==> src/rtl/diff_sweep_engine_pkg.sv <==
// Shared constants and FSM state type for the YIN difference sweep engine.
// Default widths live here so later pipeline stages agree on them.
package diff_sweep_engine_pkg;

  localparam int DATA_WIDTH_BITS    = 16;
  localparam int BUFFER_SIZE_BITS   = 10;
  localparam int WINDOW_SIZE_BITS_D = 8;
  localparam int TAU_WIDTH_D        = 9;

  typedef enum logic [2:0] {
    ST_IDLE,
    ST_READ_A,
    ST_READ_B,
    ST_LAST,
    ST_EMIT
  } state_t;

endpackage

==> src/rtl/diff_sweep_engine_if.sv <==
// Control, sample-buffer read port and result stream of the sweep engine.
// master = engine side, slave = surrounding system (buffer, controller, consumer).
interface diff_sweep_engine_if #(
  parameter int DATA_WIDTH       = 16,
  parameter int ADDRESS_WIDTH    = 10,
  parameter int WINDOW_SIZE_BITS = 8,
  parameter int TAU_WIDTH        = 9
);
  localparam int ACC_WIDTH = 2 * DATA_WIDTH + WINDOW_SIZE_BITS;

  logic                            start;
  logic [ADDRESS_WIDTH-1:0]        base_address;
  logic [TAU_WIDTH-1:0]            tau_min;
  logic [TAU_WIDTH-1:0]            tau_max;
  logic [ADDRESS_WIDTH-1:0]        address;
  logic                            mem_oe;
  logic signed [DATA_WIDTH-1:0]    data_in;
  logic                            out_valid;
  logic                            out_ready;
  logic [TAU_WIDTH-1:0]            out_tau;
  logic [ACC_WIDTH-1:0]            out_diff;
  logic                            busy;
  logic                            done;

  modport master (
    input  start, base_address, tau_min, tau_max, data_in, out_ready,
    output address, mem_oe, out_valid, out_tau, out_diff, busy, done
  );

  modport slave (
    output start, base_address, tau_min, tau_max, data_in, out_ready,
    input  address, mem_oe, out_valid, out_tau, out_diff, busy, done
  );

endinterface

==> src/rtl/diff_sweep_engine_sq_diff_unit.sv <==
// Exact squared difference of two signed samples: (a-b)^2 as an unsigned value.
// Squaring the magnitude keeps the product at 2*DATA_WIDTH bits with no sign bits to discard.
module sq_diff_unit #(
  parameter int DATA_WIDTH = 16
) (
  input  logic signed [DATA_WIDTH-1:0] a,
  input  logic signed [DATA_WIDTH-1:0] b,
  output logic [2*DATA_WIDTH-1:0]      sq
);

  logic signed [DATA_WIDTH:0] diff;
  logic [DATA_WIDTH-1:0]      mag;

  assign diff = (DATA_WIDTH+1)'(a) - (DATA_WIDTH+1)'(b);
  // |diff| <= 2^DATA_WIDTH - 1, so the magnitude always fits DATA_WIDTH bits
  assign mag  = diff[DATA_WIDTH] ? DATA_WIDTH'(-diff) : DATA_WIDTH'(diff);
  assign sq   = (2*DATA_WIDTH)'(mag) * (2*DATA_WIDTH)'(mag);

endmodule

==> src/rtl/diff_sweep_engine.sv <==
// Sweeps tau over [tau_min, tau_max] computing the YIN difference d(tau) over a
// 2^WINDOW_SIZE_BITS window, reading two samples per step from a circular buffer.
module diff_sweep_engine
  import diff_sweep_engine_pkg::*;
#(
  parameter int DATA_WIDTH       = DATA_WIDTH_BITS,
  parameter int ADDRESS_WIDTH    = BUFFER_SIZE_BITS,
  parameter int WINDOW_SIZE_BITS = WINDOW_SIZE_BITS_D,
  parameter int TAU_WIDTH        = TAU_WIDTH_D
) (
  input  logic                clk,
  input  logic                reset,
  diff_sweep_engine_if.master bus
);

  localparam int ACC_WIDTH = 2 * DATA_WIDTH + WINDOW_SIZE_BITS;
  localparam int SUM_WIDTH = ADDRESS_WIDTH + TAU_WIDTH + WINDOW_SIZE_BITS;
  localparam logic [WINDOW_SIZE_BITS-1:0] J_LAST = '1;

  state_t                       state_reg, state_next;
  logic [ADDRESS_WIDTH-1:0]     base_reg;
  logic [TAU_WIDTH-1:0]         tau_min_reg, tau_max_reg, tau_reg;
  logic [WINDOW_SIZE_BITS-1:0]  j_reg;
  logic [ACC_WIDTH-1:0]         acc_reg;
  logic signed [DATA_WIDTH-1:0] sample_a_reg;
  logic [ADDRESS_WIDTH-1:0]     address_reg;
  logic                         done_reg;

  logic [2*DATA_WIDTH-1:0]      sq;
  logic                         last_tau;
  logic                         handshake;
  logic [SUM_WIDTH-1:0]         addr_a_next, addr_b;

  sq_diff_unit #(.DATA_WIDTH(DATA_WIDTH)) u_sq (
    .a  (sample_a_reg),
    .b  (bus.data_in),
    .sq (sq)
  );

  // A reversed range degenerates to a single lag at tau_min
  assign last_tau  = (tau_reg == tau_max_reg) || (tau_max_reg < tau_min_reg);
  assign handshake = (state_reg == ST_EMIT) && bus.out_ready;

  // Wide sums, then truncation, give modulo-2^ADDRESS_WIDTH wrap with tau zero-extended
  assign addr_b      = SUM_WIDTH'(base_reg) + SUM_WIDTH'(j_reg) + SUM_WIDTH'(tau_reg);
  assign addr_a_next = SUM_WIDTH'(base_reg) + SUM_WIDTH'(j_reg) + SUM_WIDTH'(1);

  always_ff @(posedge clk or negedge reset) begin
    if (!reset) state_reg <= ST_IDLE;
    else        state_reg <= state_next;
  end

  always_comb begin
    state_next = state_reg;
    case (state_reg)
      ST_IDLE:   if (bus.start) state_next = ST_READ_A;
      ST_READ_A: state_next = ST_READ_B;
      ST_READ_B: state_next = (j_reg == J_LAST) ? ST_LAST : ST_READ_A;
      ST_LAST:   state_next = ST_EMIT;
      ST_EMIT:   if (bus.out_ready) state_next = last_tau ? ST_IDLE : ST_READ_A;
      default:   state_next = ST_IDLE;
    endcase
  end

  // The address register is loaded on entry to the state that presents it, so the
  // synchronous buffer returns sample_a in READ_B and sample_b in the following cycle.
  always_ff @(posedge clk or negedge reset) begin
    if (!reset) begin
      base_reg     <= '0;
      tau_min_reg  <= '0;
      tau_max_reg  <= '0;
      tau_reg      <= '0;
      j_reg        <= '0;
      acc_reg      <= '0;
      sample_a_reg <= '0;
      address_reg  <= '0;
      done_reg     <= 1'b0;
    end else begin
      done_reg <= handshake && last_tau;
      case (state_reg)
        ST_IDLE: begin
          if (bus.start) begin
            base_reg    <= bus.base_address;
            tau_min_reg <= bus.tau_min;
            tau_max_reg <= bus.tau_max;
            tau_reg     <= bus.tau_min;
            j_reg       <= '0;
            acc_reg     <= '0;
            address_reg <= bus.base_address;
          end
        end
        ST_READ_A: begin
          address_reg <= addr_b[ADDRESS_WIDTH-1:0];
          if (j_reg != '0) acc_reg <= acc_reg + ACC_WIDTH'(sq);
        end
        ST_READ_B: begin
          sample_a_reg <= bus.data_in;
          if (j_reg != J_LAST) begin
            j_reg       <= j_reg + WINDOW_SIZE_BITS'(1);
            address_reg <= addr_a_next[ADDRESS_WIDTH-1:0];
          end
        end
        ST_LAST: acc_reg <= acc_reg + ACC_WIDTH'(sq);
        ST_EMIT: begin
          if (bus.out_ready && !last_tau) begin
            tau_reg     <= tau_reg + TAU_WIDTH'(1);
            j_reg       <= '0;
            acc_reg     <= '0;
            address_reg <= base_reg;
          end
        end
        default: ;
      endcase
    end
  end

  assign bus.address   = address_reg;
  assign bus.mem_oe    = (state_reg == ST_READ_A) || (state_reg == ST_READ_B);
  assign bus.out_valid = (state_reg == ST_EMIT);
  assign bus.out_tau   = tau_reg;
  assign bus.out_diff  = acc_reg;
  assign bus.busy      = (state_reg != ST_IDLE);
  assign bus.done      = done_reg;

endmodule

==> src/flat_wrapper.sv <==
// flat-port wrapper written by rule: the top's interface ports become plain ports
module diff_sweep_engine_flat import diff_sweep_engine_pkg::*;
#(
  parameter int DATA_WIDTH       = DATA_WIDTH_BITS,
  parameter int ADDRESS_WIDTH    = BUFFER_SIZE_BITS,
  parameter int WINDOW_SIZE_BITS = WINDOW_SIZE_BITS_D,
  parameter int TAU_WIDTH        = TAU_WIDTH_D
)
  (clk, reset, bus_start, bus_base_address, bus_tau_min, bus_tau_max, bus_data_in, bus_out_ready, bus_address, bus_mem_oe, bus_out_valid, bus_out_tau, bus_out_diff, bus_busy, bus_done);
  diff_sweep_engine_if #(.DATA_WIDTH(DATA_WIDTH), .ADDRESS_WIDTH(ADDRESS_WIDTH), .WINDOW_SIZE_BITS(WINDOW_SIZE_BITS), .TAU_WIDTH(TAU_WIDTH)) bus_i ();
  input  logic clk;
  input  logic reset;
  input wire logic [$bits(bus_i.start)-1:0] bus_start;
  input wire logic [$bits(bus_i.base_address)-1:0] bus_base_address;
  input wire logic [$bits(bus_i.tau_min)-1:0] bus_tau_min;
  input wire logic [$bits(bus_i.tau_max)-1:0] bus_tau_max;
  input wire logic [$bits(bus_i.data_in)-1:0] bus_data_in;
  input wire logic [$bits(bus_i.out_ready)-1:0] bus_out_ready;
  output wire logic [$bits(bus_i.address)-1:0] bus_address;
  output wire logic [$bits(bus_i.mem_oe)-1:0] bus_mem_oe;
  output wire logic [$bits(bus_i.out_valid)-1:0] bus_out_valid;
  output wire logic [$bits(bus_i.out_tau)-1:0] bus_out_tau;
  output wire logic [$bits(bus_i.out_diff)-1:0] bus_out_diff;
  output wire logic [$bits(bus_i.busy)-1:0] bus_busy;
  output wire logic [$bits(bus_i.done)-1:0] bus_done;
  assign bus_i.start = bus_start;
  assign bus_i.base_address = bus_base_address;
  assign bus_i.tau_min = bus_tau_min;
  assign bus_i.tau_max = bus_tau_max;
  assign bus_i.data_in = bus_data_in;
  assign bus_i.out_ready = bus_out_ready;
  assign bus_address = bus_i.address;
  assign bus_mem_oe = bus_i.mem_oe;
  assign bus_out_valid = bus_i.out_valid;
  assign bus_out_tau = bus_i.out_tau;
  assign bus_out_diff = bus_i.out_diff;
  assign bus_busy = bus_i.busy;
  assign bus_done = bus_i.done;
  diff_sweep_engine #(.DATA_WIDTH(DATA_WIDTH), .ADDRESS_WIDTH(ADDRESS_WIDTH), .WINDOW_SIZE_BITS(WINDOW_SIZE_BITS), .TAU_WIDTH(TAU_WIDTH)) u_core (.clk(clk), .reset(reset), .bus(bus_i));
endmodule
==> config.mk <==
export PLATFORM = sky130hd
export DESIGN_NAME = diff_sweep_engine_flat
export DESIGN_NICKNAME = d
export VERILOG_FILES = /design/src/rtl/diff_sweep_engine_pkg.sv /design/src/rtl/diff_sweep_engine_if.sv /design/src/rtl/diff_sweep_engine_sq_diff_unit.sv /design/src/rtl/diff_sweep_engine.sv /design/src/flat_wrapper.sv
export SDC_FILE = /design/constraint.sdc
export NUM_CORES = 1
export LEC_CHECK = 0
export ABC_CLOCK_PERIOD_IN_PS = 10800
export CORE_UTILIZATION = 56
export DETAILED_ROUTE_END_ITERATION = 12
export PLACE_DENSITY = 0.81
export SYNTH_ARGS = -nofsm -noshare
export SYNTH_HDL_FRONTEND = slang
export SYNTH_HIERARCHICAL = 1
export SYNTH_SLANG_ARGS = --single-unit
==> constraint.sdc <==
create_clock -name clk -period 10.8 [get_ports clk]
set_input_delay 2.7 -clock clk [delete_from_list [all_inputs] [get_ports clk]]
set_output_delay 2.7 -clock clk [all_outputs]
set_load 0.01 [all_outputs]
# Word-level counts from Yosys, hierarchy flattened
# Index checks and enable logic that the tools add are counted.
# W data, S select, Z words.
[word_totals]
reg_bits = 115
memories = 0
romBits = 0
ramBits = 0
inputBits = 48
latch_bits = 0
out_inout_bits = 63
wordCells = 72
[classes]
eq_ne = 12
n_div = 0
n_mux = 21
n_lt_le_gt_ge = 1
add_sub_neg = 8
reduce_logical = 19
mul = 1
n_bitwise = 0
shifts = 0
[ops]
columns = ["cell", "n"]
rows = [
  ["$pmux W40 S4", 1],
  ["$mux W40", 3],
  ["$add A40 B32 Y40", 1],
  ["$pmux W10 S4", 1],
  ["$mul A16 B16 Y32", 1],
  ["$mux W10", 3],
  ["$mux W8", 3],
  ["$pmux W8 S3", 1],
  ["$mux W9", 2],
  ["$pmux W9 S2", 1],
  ["$sub A16 B16 Y17", 1],
  ["$mux W16", 1],
  ["$neg A16 Y16", 1],
  ["$pmux W3 S5", 1],
  ["$reduce_and A4 Y1", 3],
  ["$add A10 B1 Y10 const B", 1],
  ["$add A10 B8 Y10", 1],
  ["$add A10 B9 Y10", 1],
  ["$add A9 B1 Y9 const B", 1],
  ["$eq A9 B9 Y1", 1],
  ["$lt A9 B9 Y1", 1],
  ["$add A8 B1 Y8 const B", 1],
  ["$eq A8 B8 Y1 const B", 1],
  ["$ne A8 B8 Y1 const B", 1],
  ["other kinds (18)", 29],
]

# Longest topological paths before layout
[depth]
word_depth = 7
mapped_depth = 47

# Hierarchy
# The synthesis kept the hierarchy.
[modules_own_cells]
columns = ["mod", "area_each_um2", "n_inst", "cells_per_inst"]
rows = [
  ["sq_diff_unit", 8211.6, 1, 989],
  ["diff_sweep_engine", 7587.3, 1, 837],
]

# Worst setup path before layout
# Ideal clock, no wire load.
[synth_path]
path_type = "input-to-reg"
startpoint = "in bus_data_in[0]"
endpoint = "reg u_core.acc_reg[32] (netlist: u_core/bus.out_diff[32])"
setup_ns = 0.132
t_required_ns = 10.668
arrival_ns = 12.948
cell_stages = 38
setup_slack_ns = -2.280
path_cell_list = "ha_1 fa_1 nor2b_1 o2111ai_2 a31oi_1 nor2_1 xnor2_1 or4_4 or3_1 a2111oi_4 nand3_1 fa_1 inv_1 fa_1 fa_1 fa_1 fa_1 inv_1 (+2 left out) ha_1 and3_1 a311oi_1 o211ai_1 a221o_1 a211o_1 a21oi_1 xnor2_1 ha_1 nand3_1 or2_2 a31oi_1 o21a_1 a2111o_1 a211oi_1 nor3_1 xnor2_1 nor2_1"
[synth_via]
elab_chain_cells = 7
[synth_rtl]
columns = ["element", "line_no", "rtl"]
rows = [
  ["start: declaration", "flat_wrapper.sv:17", "input wire logic [$bits(bus_i.data_in)-1:0] bus_data_in;"],
  ["$sub A16 B16 Y17 *", "diff_sweep_engine_sq_diff_unit.sv:14", "assign diff = (DATA_WIDTH+1)'(a) - (DATA_WIDTH+1)'(b);"],
  ["$neg A16 Y16", "diff_sweep_engine_sq_diff_unit.sv:16", "assign mag = diff[DATA_WIDTH] ? DATA_WIDTH'(-diff) : DATA_WIDTH'(diff);"],
  ["$mux W16 *", "diff_sweep_engine_sq_diff_unit.sv:16", ""],
  ["$mul A16 B16 Y32 *", "diff_sweep_engine_sq_diff_unit.sv:17", "assign sq = (2*DATA_WIDTH)'(mag) * (2*DATA_WIDTH)'(mag);"],
  ["via u_core.sq[26]", "diff_sweep_engine.sv:29", "logic [2*DATA_WIDTH-1:0] sq;"],
  ["$add A40 B32 Y40 *", "diff_sweep_engine.sv:94, diff_sweep_engine.sv:103", ""],
  ["$mux W40", "diff_sweep_engine.sv:94", "if (j_reg != '0) acc_reg <= acc_reg + ACC_WIDTH'(sq);"],
  ["$pmux W40 S4 *", "diff_sweep_engine.sv:80", "case (state_reg)"],
  ["end signal: assignment", "diff_sweep_engine.sv:94", ""],
  ["end signal: assignment", "diff_sweep_engine.sv:103", "ST_LAST: acc_reg <= acc_reg + ACC_WIDTH'(sq);"],
  ["end: declaration", "diff_sweep_engine.sv:24", "logic [ACC_WIDTH-1:0] acc_reg;"],
]
# Mark *: on every way through the listed nets, which the timed path passes. The rest lies on a longest branch. The select of a mux whose other input is x is not followed.
# A chain may end at the register's enable or synchronous reset.

# Final worst setup path
[layout_path]
startpoint = "in bus_data_in[0]"
endpoint = "reg u_core.acc_reg[39] (netlist: u_core/bus.out_diff[39])"
# Same word-level chain as after synthesis.

==> impl_results.md <==
* Initial antenna violation count at 0
* Crit-path max cell delay at around 0.58 ns
* Num CTS Buffers at 17
* Wire length per cell at 22.5 um
* Sequential fraction of the synthesis area at 0.182
* Syn avg cell area at 8.65 um^2
* First-pass GRT wire length at 81.6 mm
* Die extent in y at 170 um
* Synth Net Count at around 2200
* Critical Path End Type: flip-flop
* Primary FF master, synth: dfrtp_1
* Hold buffers post-CTS at 0
* Fin crit period at 12.67 ns
* Mapped Cells at 1826
* Max-Cap Viols at 0
* Hold depth at 1
* Mapped cell area at 0.0158 mm^2
* R2r startpoint: u_core/sample_a_reg[0]$_DFFE_PN0P_
* Synthesis warning total at 6
* Hold path startpoint: u_core/sample_a_reg[13]$_DFFE_PN0P_
* Vias in the first global route at 16800
* Final ANT Viol Nets at 0
* Post-detailed-route DRC marker count at 0
* Num rows at 61
* Final Max Tran Viols at 0
* Final worst slack at -1.87 ns
* Worst-Skew Late Latency at 0.43 ns
* Worst-margin pin slew at 1.00 ns
* R2r setup slk at ~0.09 ns
* Final Hold Viols at 0
* Max reg flops at 40
* Startpoint types: input pin
* Port bufs at between 100 and 150
* Via count at 16900
* Root Driver: clkbuf_16
* Cell depth of the worst flop-to-flop path at 41
* Relative slew slack at 0.324
* Final Net Count at 2698
* Setup violators final at 29
* Asr flop ratio synth at 1.00
* Layout cells sized above 1 at 0.333
* Die X at ~170 um
* Clock sinks at approximately 120
* Total GRT Usage at 0.355
* Worst-case clock skew at 0.0182 ns
* Grt ovf at 0
* Critical Path AT at 13.03 ns
* Setup repair after global routing missed its margin: yes
* Status: finished, violations left
* Reg2reg end: u_core/bus.out_diff[39]$_DFFE_PN0P_
* Htree depth at 4
* Pin count of the biggest net entering global routing at 65
* Critical path class: in2reg
* Fmax at 78.9 MHz
* Failing checks: negative setup slack
* Final RePlAce weighted congestion at 0.955
* Pre-CTS WS at -2.51 ns
* Dpl hpwl at roughly 35 mm
* CTS tree: yes
* Setup TNS Final at -36.76 ns
* Critical-path top delay cell: or4_4
* Hold Path End: u_core/sample_a_reg[13]$_DFFE_PN0P_
* CTS max path bufs at 2
* Ant. Diodes at 0
* CP max FO at 4
* Via density at 6.26
* CP required at 11.16 ns
* Post-synth EDFFs at 0
* Minimum hold slack at 0.521 ns
* Synth Register Bits at ~120
* Initial Util at 0.569
* Initial drt markers at 1941
* Final worst-path cycle share at 1.17
* Die ar. at 0.0289 mm^2
* Total core area at 0.0278 mm^2
* Drt pass-1 iters at 10
* Post-synthesis cell type count at 79
* Boundary Pins at around 110
* P&R area growth vs syn at 44.3%
* Crit path top cell by count: fa_1
* Drt total wl at 60.7 mm
* HP Class: reg2reg
* Clock transition at the registers of the reported paths at 0.06 ns
## cells by family (layout without fill, tap and decap cells)
group / count (synthesis) / in the layout / share of synthesized area
compound gates: 365 / 365 / 0.147
xor+xnor: 108 / 108 / 0.0599
fa+ha+maj: 340 / 340 / 0.350
buf+inv: 350 / 847 / 0.0836
simple gates: 505 / 505 / 0.148
mux: 42 / 42 / 0.0294
flops: 115 / 115 / 0.182
other cells: 1 / 1 / 0.000237
## through the flow
| step | cell area, um^2 | utilization | instances |
|---|---|---|---|
| final | 22800 | 0.820 | 2701 |
| after global placement | 19800 | 0.714 | 2597 |
| after floorplan | 15900 | - | 1826 |
| after global routing | 22800 | 0.820 | 2701 |
| after CTS | 21400 | 0.769 | 2661 |
| after detailed placement | 19800 | 0.714 | 2597 |
## synthesized netlist by cell type, drive strengths merged (4+ instances only)
master | n | area share
o21bai | 14 | 0.0067
or4 | 5 | 0.0026
nor2b | 18 | 0.0071
inv | 298 | 0.071
a221oi | 8 | 0.0044
or2 | 12 | 0.0048
o211ai | 7 | 0.0033
dfrtp | 115 | 0.18
nor2 | 151 | 0.036
a211oi | 12 | 0.0057
ha | 170 | 0.13
a2bb2oi | 5 | 0.0028
and3 | 11 | 0.0044
nor4 | 14 | 0.0055
nor3b | 5 | 0.0031
xnor2 | 70 | 0.039
nand2 | 179 | 0.043
o31ai | 15 | 0.0071
o2111ai | 6 | 0.0037
buf | 4 | 0.0013
a21o | 28 | 0.013
clkinv | 4 | 0.00095
nand4 | 7 | 0.0028
a21oi | 113 | 0.036
o21a | 14 | 0.0067
or3 | 10 | 0.0040
o22ai | 7 | 0.0032
xor2 | 38 | 0.021
nand3 | 44 | 0.014
mux2i | 7 | 0.0044
nand2b | 14 | 0.0055
fa | 170 | 0.22
o21ai | 89 | 0.028
nor3 | 26 | 0.0082
clkbuf | 44 | 0.010
mux2 | 35 | 0.025
a31oi | 13 | 0.0051
## timing repair
item,4_1_cts,5_1_grt
endpoints found under the setup margin,30,30
pin swaps,120,166
setup buffers,36,49
gates resized for setup,189,239
## placed cells by master (no fill, tap or decap), drive strengths merged, types with 89 or more instances in the layout
cell / count
a21oi: 113
buf: 406
clkdlybuf4s50: 99
dfrtp: 115
fa: 170
ha: 170
inv: 306
nand2: 179
nor2: 151
o21ai: 89
## how the worst max path moves through the flow
stage                    from  depth (start not counted)  slack [ns]                                  end
3_5_place_dp   bus_data_in[2]                         46       -2.51  u_core/bus.out_diff[34]$_DFFE_PN0P_
3_3_place_gp   bus_data_in[0]                         45       -2.31  u_core/bus.out_diff[31]$_DFFE_PN0P_
6_report       bus_data_in[0]                         41       -1.87  u_core/bus.out_diff[39]$_DFFE_PN0P_
4_1_cts        bus_data_in[0]                         42       -1.57  u_core/bus.out_diff[38]$_DFFE_PN0P_
5_1_grt        bus_data_in[3]                         43       -2.09  u_core/bus.out_diff[36]$_DFFE_PN0P_
2_1_floorplan  bus_data_in[0]                         43       -1.60  u_core/bus.out_diff[32]$_DFFE_PN0P_
## per-layer routing
layer,global-route usage,part of all wire
met5,0,0
met4,0.170,0.081
met3,0.0474,0.10
met2,0.621,0.47
met1,0.431,0.34
## layout make-up
cell class              count  area [um^2]
repair buffers            513         4300
inverters                 302         1140
flip-flops and latches    115         2880
well taps                 378          473
clock inverters            14          169
clock buffers              18          439
fillers                  1399         4990
multi-input cells        1361        13400
## worst max-delay path, delay by kind of cell
kind	cells	cell delay, ns
XOR/XNOR	2	0.27
AND/OR/NAND/NOR	9	2.14
AO/OA/AOI/OAI	13	2.90
buffers and inverters	7	0.74
adder cells (fa/ha/maj)	10	4.27
Power is left out: the tool's default activity adds up to more than one toggle a clock period on the data nets, which glitch-free logic cannot reach.
